==> config.mk <==
export PLATFORM = sky130hd
export DESIGN_NAME = wash_program_sequencer
export DESIGN_NICKNAME = d
export VERILOG_FILES = /design/src/rtl/wash_pkg.sv /design/src/rtl/wash_program_sequencer_tick_gen.sv /design/src/rtl/wash_program_sequencer.sv
export SDC_FILE = /design/constraint.sdc
export NUM_CORES = 1
export LEC_CHECK = 0
export ABC_CLOCK_PERIOD_IN_PS = 3700
export BUFFER_PORTS_ARGS = -buffer_cell sky130_fd_sc_hd__buf_2
export CAP_MARGIN = 10
export CORE_ASPECT_RATIO = 0.5
export CORE_MARGIN = 3
export CORE_UTILIZATION = 35
export CTS_CLUSTER_DIAMETER = 40
export CTS_CLUSTER_SIZE = 8
export DETAILED_ROUTE_END_ITERATION = 10
export SLEW_MARGIN = 5
export SYNTH_ARGS = -nofsm -noshare
export SYNTH_HDL_FRONTEND = slang
export SYNTH_SLANG_ARGS = --single-unit
export TNS_END_PERCENT = 100
==> constraint.sdc <==
create_clock -name clk -period 3.7 [get_ports clk]
set_input_delay 0.37 -clock clk [delete_from_list [all_inputs] [get_ports clk]]
set_output_delay 0.37 -clock clk [all_outputs]
set_load 0.01 [all_outputs]
==> src/rtl/wash_pkg.sv <==
// Shared types and the program table for the wash program sequencer.
//   phase_e      : sequencer state, also driven out on the phase port
//   prog_t       : per-program timing in ticks {wash, rinse, spin, rinses}
//   prog_lookup  : program table indexed by prog_sel
//   table_fits   : true when every table value fits a counter of the given width
package wash_pkg;

  typedef enum logic [2:0] {
    IDLE      = 3'd0,
    WASH      = 3'd1,
    WAIT_SPIN = 3'd2,
    SPIN      = 3'd3,
    WAIT_WASH = 3'd4,
    WAIT_DONE = 3'd5
  } phase_e;

  typedef struct packed {
    logic [7:0] wash;
    logic [7:0] rinse;
    logic [7:0] spin;
    logic [1:0] rinses;
  } prog_t;

  localparam logic [1:0] PROG_QUICK  = 2'd0;
  localparam logic [1:0] PROG_NORMAL = 2'd1;
  localparam logic [1:0] PROG_HEAVY  = 2'd2;
  localparam logic [1:0] PROG_RINSE  = 2'd3;

  function automatic prog_t prog_lookup(input logic [1:0] sel);
    prog_t p;
    case (sel)
      PROG_QUICK:  p = '{wash: 8'd4,  rinse: 8'd2, spin: 8'd2, rinses: 2'd0};
      PROG_NORMAL: p = '{wash: 8'd10, rinse: 8'd6, spin: 8'd4, rinses: 2'd1};
      PROG_HEAVY:  p = '{wash: 8'd20, rinse: 8'd8, spin: 8'd6, rinses: 2'd2};
      default:     p = '{wash: 8'd2,  rinse: 8'd2, spin: 8'd3, rinses: 2'd0};
    endcase
    return p;
  endfunction

  function automatic bit table_fits(input int unsigned w);
    int unsigned mx;
    prog_t p;
    mx = 0;
    for (int i = 0; i < 4; i++) begin
      p = prog_lookup(2'(i));
      if (32'(p.wash)  > mx) mx = 32'(p.wash);
      if (32'(p.rinse) > mx) mx = 32'(p.rinse);
      if (32'(p.spin)  > mx) mx = 32'(p.spin);
    end
    return (w >= 32) || (mx <= ((32'd1 << w) - 32'd1));
  endfunction

endpackage

==> src/rtl/wash_program_sequencer_tick_gen.sv <==
// Time-base prescaler for the wash program sequencer.
//   clk, rst : clock and asynchronous active-high reset
//   clr      : restart the prescaler (held while no timed phase is running)
//   en       : count enable
//   tick     : one-cycle pulse every CLK_DIV enabled cycles after clr
module wash_tick_gen #(
  parameter int CLK_DIV = 1000
) (
  input  logic clk,
  input  logic rst,
  input  logic clr,
  input  logic en,
  output logic tick
);

  localparam int DW = (CLK_DIV > 1) ? $clog2(CLK_DIV) : 1;
  localparam logic [DW-1:0] LAST = DW'(CLK_DIV - 1);

  logic [DW-1:0] cnt;

  // Combinational so the FSM sees the tick on the same edge the prescaler wraps.
  assign tick = en & (cnt == LAST);

  always_ff @(posedge clk or posedge rst) begin
    if (rst)       cnt <= '0;
    else if (clr)  cnt <= '0;
    else if (en)   cnt <= tick ? '0 : cnt + 1'b1;
  end

endmodule

==> src/rtl/wash_program_sequencer.sv <==
// Program sequencer that paces the washing-machine FSM: it decodes the FSM's
// actuator outputs into wash/spin conditions, times each phase of the selected
// program and returns the cycleTO / spinTO / againwash timeouts.
//   clk, reset          : clock, asynchronous active-high reset
//   prog_sel, prog_load : program select, latched only in IDLE
//   motor_on, water_wash, done : from the washing-machine FSM
//   cycleTO, spinTO, againwash : registered one-cycle timeouts to the FSM
//   phase, time_left, rinse_left, busy, err : status
//
// state     | meaning
// ----------+-----------------------------------------------
// IDLE      | waiting for a wash to start; program may be loaded
// WASH      | timing a wash or rinse phase
// WAIT_SPIN | wash/rinse expired, waiting for the spin to start
// SPIN      | timing a spin phase
// WAIT_WASH | spin expired with rinses left, waiting for rinse water
// WAIT_DONE | last spin expired, waiting for the FSM's done
module wash_program_sequencer
  import wash_pkg::*;
#(
  parameter int CLK_DIV = 1000,
  parameter int CNT_W   = 8
) (
  input  logic             clk,
  input  logic             reset,
  input  logic [1:0]       prog_sel,
  input  logic             prog_load,
  input  logic             motor_on,
  input  logic             water_wash,
  input  logic             done,
  output logic             cycleTO,
  output logic             spinTO,
  output logic             againwash,
  output logic [2:0]       phase,
  output logic [CNT_W-1:0] time_left,
  output logic [1:0]       rinse_left,
  output logic             busy,
  output logic             err
);

  localparam bit TABLE_OK = table_fits(CNT_W);

  phase_e           state, state_n;
  logic [CNT_W-1:0] tl_n;
  logic [1:0]       rl_n;
  logic [1:0]       prog, prog_n;
  logic             cyc_n, spin_n, aw_n, err_n;
  logic             load, timed, tick;
  logic             washc, spinc;
  prog_t            cur;

  assign washc = motor_on & water_wash;
  assign spinc = motor_on & ~water_wash;
  assign timed = (state == WASH) || (state == SPIN);

  wash_tick_gen #(.CLK_DIV(CLK_DIV)) u_tick (
    .clk  (clk),
    .rst  (reset),
    .clr  (load | ~timed),
    .en   (timed),
    .tick (tick)
  );

  always_comb begin
    state_n = state;
    tl_n    = time_left;
    rl_n    = rinse_left;
    prog_n  = prog;
    err_n   = err;
    cyc_n   = 1'b0;
    spin_n  = 1'b0;
    aw_n    = 1'b0;
    load    = 1'b0;
    cur     = prog_lookup(prog);

    case (state)
      IDLE: begin
        // A load in the same cycle as the wash start already governs that wash.
        if (prog_load) begin
          prog_n = prog_sel;
          err_n  = 1'b0;
          cur    = prog_lookup(prog_sel);
        end
        if (washc) begin
          state_n = WASH;
          tl_n    = CNT_W'(cur.wash);
          rl_n    = cur.rinses;
          load    = 1'b1;
        end
      end
      WASH: begin
        if (!washc) begin
          state_n = IDLE;
          err_n   = 1'b1;
          tl_n    = '0;
          rl_n    = '0;
        end else if (tick) begin
          if (time_left == CNT_W'(1)) begin
            cyc_n   = 1'b1;
            tl_n    = '0;
            state_n = WAIT_SPIN;
          end else begin
            tl_n = time_left - 1'b1;
          end
        end
      end
      WAIT_SPIN: begin
        if (spinc) begin
          state_n = SPIN;
          tl_n    = CNT_W'(cur.spin);
          load    = 1'b1;
        end
      end
      SPIN: begin
        if (!spinc) begin
          state_n = IDLE;
          err_n   = 1'b1;
          tl_n    = '0;
          rl_n    = '0;
        end else if (tick) begin
          if (time_left == CNT_W'(1)) begin
            spin_n = 1'b1;
            aw_n   = (rinse_left != 2'd0);
            tl_n   = '0;
            if (rinse_left != 2'd0) begin
              rl_n    = rinse_left - 1'b1;
              state_n = WAIT_WASH;
            end else begin
              state_n = WAIT_DONE;
            end
          end else begin
            tl_n = time_left - 1'b1;
          end
        end
      end
      WAIT_WASH: begin
        if (washc) begin
          state_n = WASH;
          tl_n    = CNT_W'(cur.rinse);
          load    = 1'b1;
        end
      end
      WAIT_DONE: ;
      default: state_n = IDLE;
    endcase

    // done ends the run cleanly from anywhere; a pulse expiring on the same
    // edge is still delivered, and a concurrent condition drop is not an error.
    if (state != IDLE && done) begin
      state_n = IDLE;
      tl_n    = '0;
      rl_n    = '0;
      err_n   = err;
    end
  end

  always_ff @(posedge clk or posedge reset) begin
    if (reset) begin
      state      <= IDLE;
      prog       <= PROG_NORMAL;
      time_left  <= '0;
      rinse_left <= '0;
      cycleTO    <= 1'b0;
      spinTO     <= 1'b0;
      againwash  <= 1'b0;
      err        <= 1'b0;
    end else begin
      state      <= state_n;
      prog       <= prog_n;
      time_left  <= tl_n;
      rinse_left <= rl_n;
      cycleTO    <= cyc_n;
      spinTO     <= spin_n;
      againwash  <= aw_n;
      err        <= err_n;
    end
  end

  assign phase = state;
  assign busy  = (state != IDLE);

  // Program table must fit in the phase counter.
  table_fits_a: assert property (@(posedge clk) TABLE_OK);

endmodule

# After elaboration in Yosys (flattened, before gate mapping)
# Cells that the tools add are included.
[classes] add_sub_neg=3 n_reduce_logical=17 n_eq_ne=25 n_bitwise=7 n_mux=51
[op_table] cell="$pmux 23 s3" count=2
[op_table] cell="$mux 8" count=8
[op_table] cell="$pmux 8 s5" count=1
[op_table] cell="$mux 10" count=3
[op_table] cell="$mux 3" count=9
[op_table] cell="$mux 26" count=1
[op_table] cell="$ne 4x2->1 const B" count=5
[op_table] cell="$mux 1" count=16
[op_table] cell="$pmux 3 s5" count=1
[op_table] cell="$mux 2" count=7
[op_table] cell="$add 10x1->10 const B" count=1
[op_table] cell="$eq 10x10->1 const B" count=1
[op_table] cell="$ne 3x3->1 const B" count=3
[op_table] cell="$eq 8x1->1 const B" count=1
[op_table] cell="$ne 2x2->1 const B" count=4
[op_table] cell="$sub 8x1->8 const B" count=1
[op_table] cell="$reduce_and 7->1" count=1
[op_table] cell="$eq 3x2->1 const B" count=2
[op_table] cell="$eq 3x3->1 const B" count=2
[op_table] cell="$pmux 2 s3" count=1
[op_table] cell="$reduce_and 6->1" count=1
[op_table] cell="$reduce_bool 3->1" count=2
[op_table] cell="$reduce_bool 6->1" count=1
[op_table] cell="$reduce_and 5->1" count=1
[op_table] cell="20 further kinds" count=28
[word_totals] elab_cells=112 input_bits=8 out_inout_bits=18 register_bits=29

# Logic depth before layout (Yosys ltp)
# Gate-level depths: netlist (run 1).
[logic_depth] word_depth=7 depth_mapped=7 depth_no_buf=7

# Hierarchy
# Synthesis (run 1) repeated with hierarchy kept, for this count alone.
[hier_totals] hier_cells=227 area_unflattened_um2=2003.2
[modules_own_cells] module="wash_program_sequencer" area_each_um2=1455.1 instances=1 seq_area_each_um2=476.7 cells_per_inst=171
[modules_own_cells] module="wash_tick_gen" area_each_um2=548.0 instances=1 seq_area_each_um2=250.2 cells_per_inst=56

# Worst setup path before layout (run 1)
# OpenSTA, ideal clock, no wires.
[synth_timing] path_type="flip-flop to flip-flop" start="register u_tick.cnt[0]" end="register time_left[4]" path_slack_ps=1433 setup_time_ps=121 n_path_buf=1 path_stages_with_launch=8 arrival_ps=2146 required_ps=3579 period_less_slack_ps=2267 path_cell_list="dfrtp_1 ha_1 or3b_1 or3_1 buf_2 or3_1 a31o_1 a22o_1"
[synth_between] elab_chain_cells=6 word_cells_on_any_way=7 classes_between="1 x eq/ne; 5 x mux; 1 x bitwise"
[synth_lines] item="start: declaration" line_no="wash_program_sequencer_tick_gen.sv:19" rtl="logic [DW-1:0] cnt;"
[synth_lines] item="start signal: assignment" line_no="wash_program_sequencer_tick_gen.sv:27" rtl="else if (en) cnt <= tick ? '0 : cnt + 1'b1;"
[synth_lines] item="$eq 10x10->1 *" line_no="wash_program_sequencer_tick_gen.sv:22" rtl="assign tick = en & (cnt == LAST);"
[synth_lines] item="$and 1x1->1 *" line_no="wash_program_sequencer_tick_gen.sv:22"
[synth_lines] item="$mux 8 *"
[synth_lines] item="$mux 8, on equally long branches"
[synth_lines] item="$pmux 8 s5 *"
[synth_lines] item="$mux 8 *"
[synth_lines] item="end signal: assignment" line_no="wash_program_sequencer.sv:170" rtl="time_left <= tl_n;"
[synth_lines] item="end: declaration" line_no="wash_program_sequencer.sv:35" rtl="output logic [CNT_W-1:0] time_left,"
# Mark *: on every way between the ends. The rest lies on a longest branch, timed or not.
# A chain may end at the register's enable or synchronous reset.

# Final worst setup path (run 1)
[layout_timing] start="register time_left[3]" end="register time_left[5]"
[layout_between] elab_chain_cells=6 word_cells_on_any_way=8 classes_between="1 x add/sub; 1 x eq/ne; 6 x mux"
[layout_lines] item="$sub 8x1->8 or $eq 8x1->1 (tied branches)"
[layout_lines] item="$mux 8 *" line_no="wash_program_sequencer.sv:98, wash_program_sequencer.sv:121"
[layout_lines] item="$mux 8 *" line_no="wash_program_sequencer.sv:120" rtl="end else if (tick) begin"
[layout_lines] item="$mux 8, on equally long branches" line_no="wash_program_sequencer.sv:115, wash_program_sequencer.sv:92"
[layout_lines] item="$pmux 8 s5 *" line_no="wash_program_sequencer.sv:76" rtl="case (state)"
[layout_lines] item="$mux 8 *" line_no="wash_program_sequencer.sv:149" rtl="if (state != IDLE && done) begin"
# Marks and branches as above.

==> out/qor.yml, run 1 <==
cap_violations: 0
hold_class: "in -> async"
post-place-ws_ns: 1.35
cts_root_buffer: "clkbuf_8"
clock-sinks: 29
worst_slew_pin_slew_ns: 0.569
fillCellCount: 507
htreeDepth: 2
nets: 260
syn_area_mm2: 0.00192
synth-seq-cells: 29
grt.overflow.total: 0
antenna_found_initial: 0
grt_pass1_wl_um: 8270
fin_crit_ns: 2.44
skew_ns: 0.00915
synth_nets: 236
grt_max_degree: 22
antenna_left: 0
whs_ns: 0.101
rows: 18
yosysMostFrequentCell: "dfrtp_1"
synth_common_cells: "28 x dfrtp_1, 21 x nand2_1, 17 x nor2_1, 15 x inv_1, 14 x o21ai_0"
grt.total_usage_pct: 16.1
dieWidth_um: 111
synthArstFlopShare_pct: 100
critPathBufInv: 0
cts_resized: 0
antenna_cells: 0
gp_congestion: 0.871
syn2layout_area_growth_pct: 15.7
status: "complete, no violations"
dr_wl_met3_um: 263
startpoint_type: "register"
seq_area_frac_synth_pct: 37.9
fmax_mhz: 410
clock_path_buffers: 2
r2r-start: "time_left[3]"
top_layer: "met4"
drt-initial-drc-count: 128
netlist.area_leader.share_pct: 36.5
vias: 1758
met2WireLength_um: 2110
cts_buffers: 5
hold_violations: 0
path_depth: 5
setup_ws_ns: 1.26
cp.arrival_ns: 2.60
cp_max_fo: 6
grt_pass1_vias: 1632
m1WireLength_um: 2420
rr_worst_depth: 5
hpwl_um: 3630
tritoncts: "yes"
crit_chain: "or4_1 -> nor4b_2 -> a21oi_1 -> nand2_1 -> o21ai_0"
netlist_top_cells_area: "dfrtp_1 37%, ha_1 5.2%, nand2_1 4.1%"
rrSetupSlack_ns: 1.26
yosysTopAreaCell: "dfrtp_1"
ys.warnings.count: 0
p_per_area_mw_per_mm2: 636
p_leak_nw: 1.00
path_clk_slew_ns: 0.07
slowest_delay_ns: 0.60
setup_viol: 0
port_buffers: 25
io_pins: 26
ir_drop_uv: 245
yosys_most_used_dff: "dfrtp_1"
initial_utilization_pct: 37.5
period_share_pct: 65.9
rsz0062_at_grt: "false"
viasPerCell: 5.58
critPathKind: "reg -> reg"
die_h_um: 58.3
drc_errors: 0
required_ns: 3.86
crit_path_end_kind: "register"
syn_inst: 220
wl_um: 4830
first_pass_iters: 4
postSynthAreaPerCell_um2: 8.72
slowest_stage: "or4_1"
maxSlewViolCount: 0
dieArea_mm2: 0.00646
reg2reg_to: "time_left[5]"
synth_cell_types: 59
core_mm2: 0.00511
clock_latency_ns: 0.29
critical-path-top-delay-family: "simple AND/OR/NAND/NOR gates"
routedWlPerCell_um: 15.3
cts_setup_buffers: 0
relSlewSlack_pct: 61.9
synth_edf_count: 0
cts_hold_buffers: 0
final.setup.tns_ns: 0
post_route_cells_drive_above_1_share_pct: 18.8
[sequential cells by signal, summed over array words and instances (netlist names)]
signal,count
againwash,1
cycleTO,1
err,1
phase,3
prog,2
rinse_left,2
spinTO,1
time_left,8
u_tick.cnt,10
[placed cells by master (no fill, tap or decap), drive strengths merged, types with 3 or more instances in the layout]
cell | Yosys | routed
o22ai | 3 | 3
o21ai | 14 | 14
and2 | 3 | 3
xor2 | 5 | 5
inv | 15 | 15
nand3 | 6 | 6
nor2b | 4 | 4
nand2 | 21 | 21
a21oi | 13 | 13
a31oi | 5 | 5
nor2 | 17 | 17
ha | 8 | 8
nand4 | 3 | 3
dfrtp | 28 | 28
clkbuf | 8 | 7
buf | 1 | 26
and3 | 4 | 4
mux2 | 3 | 3
nand2b | 6 | 6
or3 | 4 | 4
nor3 | 5 | 5
[area by class of cell]
type	instances	area, um2	area share, %
inverter	15	56.3	2.54
tap	70	87.6	3.95
sequential	29	727	32.8
multi-input combinational	167	1100	49.5
clock inverter	1	30.0	1.35
timing repair buffer	26	133	5.98
clock buffer	7	86.3	3.89
[metrics by stage]
step | cell area, um2 | cells | utilization (%) | total power [mW]
global route | 2220 | 315 | 43.4 | 1.52
floorplan | 1920 | 220 | - | 0.891
CTS | 2220 | 315 | 43.4 | 1.42
global placement | 2100 | 307 | 41.1 | 1.06
detailed placement | 2100 | 307 | 41.1 | 1.06
finish | 2220 | 315 | 43.4 | 1.41
[power breakdown]
| part | switching, mW | internal [mW] |
|---|---|---|
| registers | 0.106 | 0.386 |
| clock network | 0.127 | 0.219 |
| logic | 0.332 | 0.240 |
| total | 0.565 | 0.845 |
[metal layers]
| metal | up-vias | track usage, % |
|---|---|---|
| li1 | 848 | - |
| met1 | 843 | 23.6 |
| met2 | 62 | 23.4 |
| met3 | 5 | 3.29 |
| met4 | 0 | 6.32 |
| met5 | - | 0 |
[kinds of logic (layout without fill, tap and decap cells)]
kind of cell | after synthesis | in the layout | synth area share [%]
AOI/OAI and AO/OA | 59 | 59 | 21.1
adders and majority gates | 9 | 9 | 5.74
buffers and inverters | 24 | 49 | 4.76
muxes | 4 | 4 | 2.28
xor gates and xnor gates | 7 | 7 | 3.20
DFF | 29 | 29 | 37.9
and+or+nand+nor | 88 | 88 | 25.0
[worst register-to-register path, stage by stage (launching register included)]
cell     delay [ns]
dfrtp_1        0.45
or4_1          0.60
nor4b_2        0.53
a21oi_1        0.28
nand2_1        0.29
o21ai_0        0.16
[worst max-delay path by stage]
stage,end,from,slack [ns]
finish,time_left[5],time_left[3],1.26
floorplan,time_left[4],u_tick.cnt[0],1.43
CTS,time_left[5],time_left[3],1.32
detailed placement,time_left[4],u_tick.cnt[0],1.35
global route,time_left[5],time_left[3],1.10
global placement,time_left[4],u_tick.cnt[0],1.37
No activity file was read; power rests on OpenSTA's default activity.
==> inputs of run 2 (changes only) <==
Settings changed: ABC_CLOCK_PERIOD_IN_PS 3700 to 2300.
Clock period 3.7 ns to 2.3 ns, I/O delays scaled along.
==> run 2 against run 1 <==
Against the previous run: die area is the same; combinational power rose by 90%; first-iteration DRC count unchanged; flip-flop and latch count unchanged; worst setup slack worse by 1.2 ns; clock power increased by 62%; via count increased by 2.5%; sequential share of layout area down 1.5 points; non-clock buffer count up 12; design area grew 4.9%.
==> out/qor.yml, run 2 (synthesized netlist as in run 1, its figures left out) <==
status: "complete, no violations"  # unchanged
initial_utilization_pct: 37.5  # unchanged
stdcell_count: 327  # was 315
io_pins: 26  # unchanged
antenna_left: 0  # unchanged
fillCellCount: 508  # was 507
grt_pass1_wl_um: 8610  # was 8270 um
period_share_pct: 96.7  # was 65.9%
crit_chain: "ha_2 -> or3b_4 -> or3_4 -> or3_1 -> a31o_1 -> a22o_1"  # was or4_1 -> nor4b_2 -> a21oi_1 -> nand2_1 -> o21ai_0
cts_buffers: 5  # unchanged
grt_max_degree: 30  # was 22
core_mm2: 0.00511  # unchanged
grt.total_usage_pct: 16.4  # was 16.1%
dieArea_mm2: 0.00646  # unchanged
r2r-start: "u_tick.cnt[0]"  # was time_left[3]
rr_worst_depth: 6  # was 5
slowest_delay_ns: 0.40  # was 0.60 ns
startpoint_type: "register"  # unchanged
relSlewSlack_pct: 64.2  # was 61.9%
dp.cells: 318  # was 307
pwr-share-comb_pct: 45.7  # was 40.6%
cp_max_fo: 4  # was 6
ir_drop_uv: 367  # was 245 uV
p_leak_nw: 1.07  # was 1.00 nW
vias: 1802  # was 1758
cap_violations: 0  # unchanged
fmax_mhz: 450  # was 410 MHz
grt.overflow.total: 0  # unchanged
path_clk_slew_ns: 0.07  # about the same
rows: 18  # unchanged
antenna_cells: 0  # unchanged
nets: 272  # was 260
worst_slew_pin_slew_ns: 0.537  # was 0.569 ns
gp_congestion: 0.838  # was 0.871
crit_path_end_kind: "register"  # unchanged
clock-sinks: 29  # unchanged
pwr-share-clk_pct: 23.5  # was 24.6%
final.setup.tns_ns: 0  # unchanged
clock_latency_ns: 0.28  # was 0.29 ns
p_per_area_mw_per_mm2: 1030  # was 636 mW/mm2
critPathKind: "reg -> reg"  # unchanged
cts_root_buffer: "clkbuf_8"  # unchanged
grt_pass1_vias: 1758  # was 1632
htreeDepth: 2  # unchanged
whs_ns: 0.0145  # was 0.101 ns
antenna_found_initial: 0  # unchanged
rrSetupSlack_ns: 0.08  # was 1.26 ns
final_cell_mix: "28 x dfrtp_1, 25 x buf_2, 21 x nand2_1, 17 x nor2_1, 15 x inv_1"  # unchanged
swShare_pct: 39.8  # was 40.1%
power_frac_seq_pct: 30.7  # was 34.8%
clock_path_buffers: 2  # unchanged
cp.arrival_ns: 2.40  # was 2.60 ns
syn2layout_area_growth_pct: 21.4  # was 15.7%
die_h_um: 58.3  # unchanged
setup_viol: 0  # unchanged
largest_register: "u_tick.cnt"  # unchanged
maxSlewViolCount: 0  # unchanged
routedWlPerCell_um: 15.7  # was 15.3 um
power_mw: 2.39  # was 1.41 mW
internal_power_mw: 1.44  # was 0.845 mW
tritoncts: "yes"  # unchanged
port_buffers: 25  # unchanged
skew_ns: 0.00479  # was 0.00915 ns
viasPerCell: 5.51  # was 5.58
largest_reg_flops: 10  # unchanged
drc_errors: 0  # unchanged
wl_um: 5120  # was 4830 um
fin_crit_ns: 2.22  # was 2.44 ns
required_ns: 2.47  # was 3.86 ns
switchingPower_mw: 0.951  # was 0.565 mW
post_route_cells_drive_above_1_share_pct: 23.7  # was 18.8%
hold_class: "in -> async"  # unchanged
reg2reg_to: "time_left[4]"  # was time_left[5]
final_common_cell: "dfrtp_1"  # unchanged
post-route-util_pct: 45.5  # was 43.4%
slowest_stage: "dfrtp_1"  # was or4_1
first_pass_iters: 4  # unchanged
dieWidth_um: 111  # unchanged
rsz0062_at_grt: "false"  # unchanged
worstSetupStartpoint: "u_tick.cnt[0]"  # was time_left[3]
drt-initial-drc-count: 128  # unchanged
hpwl_um: 3680  # was 3630 um
hold_violations: 0  # unchanged
[run 2: changes by cell type in the layout (fill, tap and decap cells not counted), sizes merged]
cell and delta:
buf +12
[run 2: how the worst max path moves through the flow]
stage	end	slack (ns)
2_1_floorplan	time_left[4]	0.03
3_3_place_gp	time_left[4]	0.08
3_5_place_dp	time_left[4]	0.04
4_1_cts	time_left[4]	0.03
5_1_grt	time_left[2]	0.003
6_report	time_left[4]	0.08
[run 2: layout make-up]
class,instances,area [um2],area share [%]
repair buffers,38,223,9.56
multi-input cells,167,1120,48.0
clock inverters,1,30.0,1.29
inverters,15,56.3,2.42
well taps,70,87.6,3.76
flip-flops and latches,29,727,31.2
clock buffers,7,86.3,3.71
[run 2: power groups by stage]
stage | clock network [mW] | registers [mW] | logic [mW]
after floorplan | 0 | 0.743 | 0.691
after global placement | 0 | 0.730 | 1.05
after detailed placement | 0 | 0.739 | 1.06
after CTS | 0.573 | 0.730 | 1.07
after global routing | 0.604 | 0.755 | 1.22
final | 0.563 | 0.735 | 1.09
[run 2: metal layers]
layer / part of all wire (%) / track usage, % / vias to the layer above
met2: 43 / 24.3 / 61
met5: 0 / 0 / -
met4: 1.2 / 5.96 / 0
li1: - / - / 874
met1: 50 / 23.4 / 859
met3: 6.1 / 4.31 / 8
[run 2: repair_timing]
action	4_1_cts	5_1_grt
buffers inserted	0	1
hold buffers	0	0
resized for setup	0	4
setup endpoints to repair	0	9
[run 2: worst max-delay path, delay by kind of cell, from the launching register on]
family	cells	cell delay (ns)
simple gates	3	1.14
fa+ha+maj	1	0.19
compound gates	2	0.40
flops	1	0.40
[run 2: through the flow]
stage | setup WS (ns) | area [um2]
finish | 0.0765 | 2330
global route | 0.00330 | 2330
CTS | 0.0315 | 2300
detailed placement | 0.0422 | 2190
global placement | 0.0828 | 2190
floorplan | 0.0328 | 1920
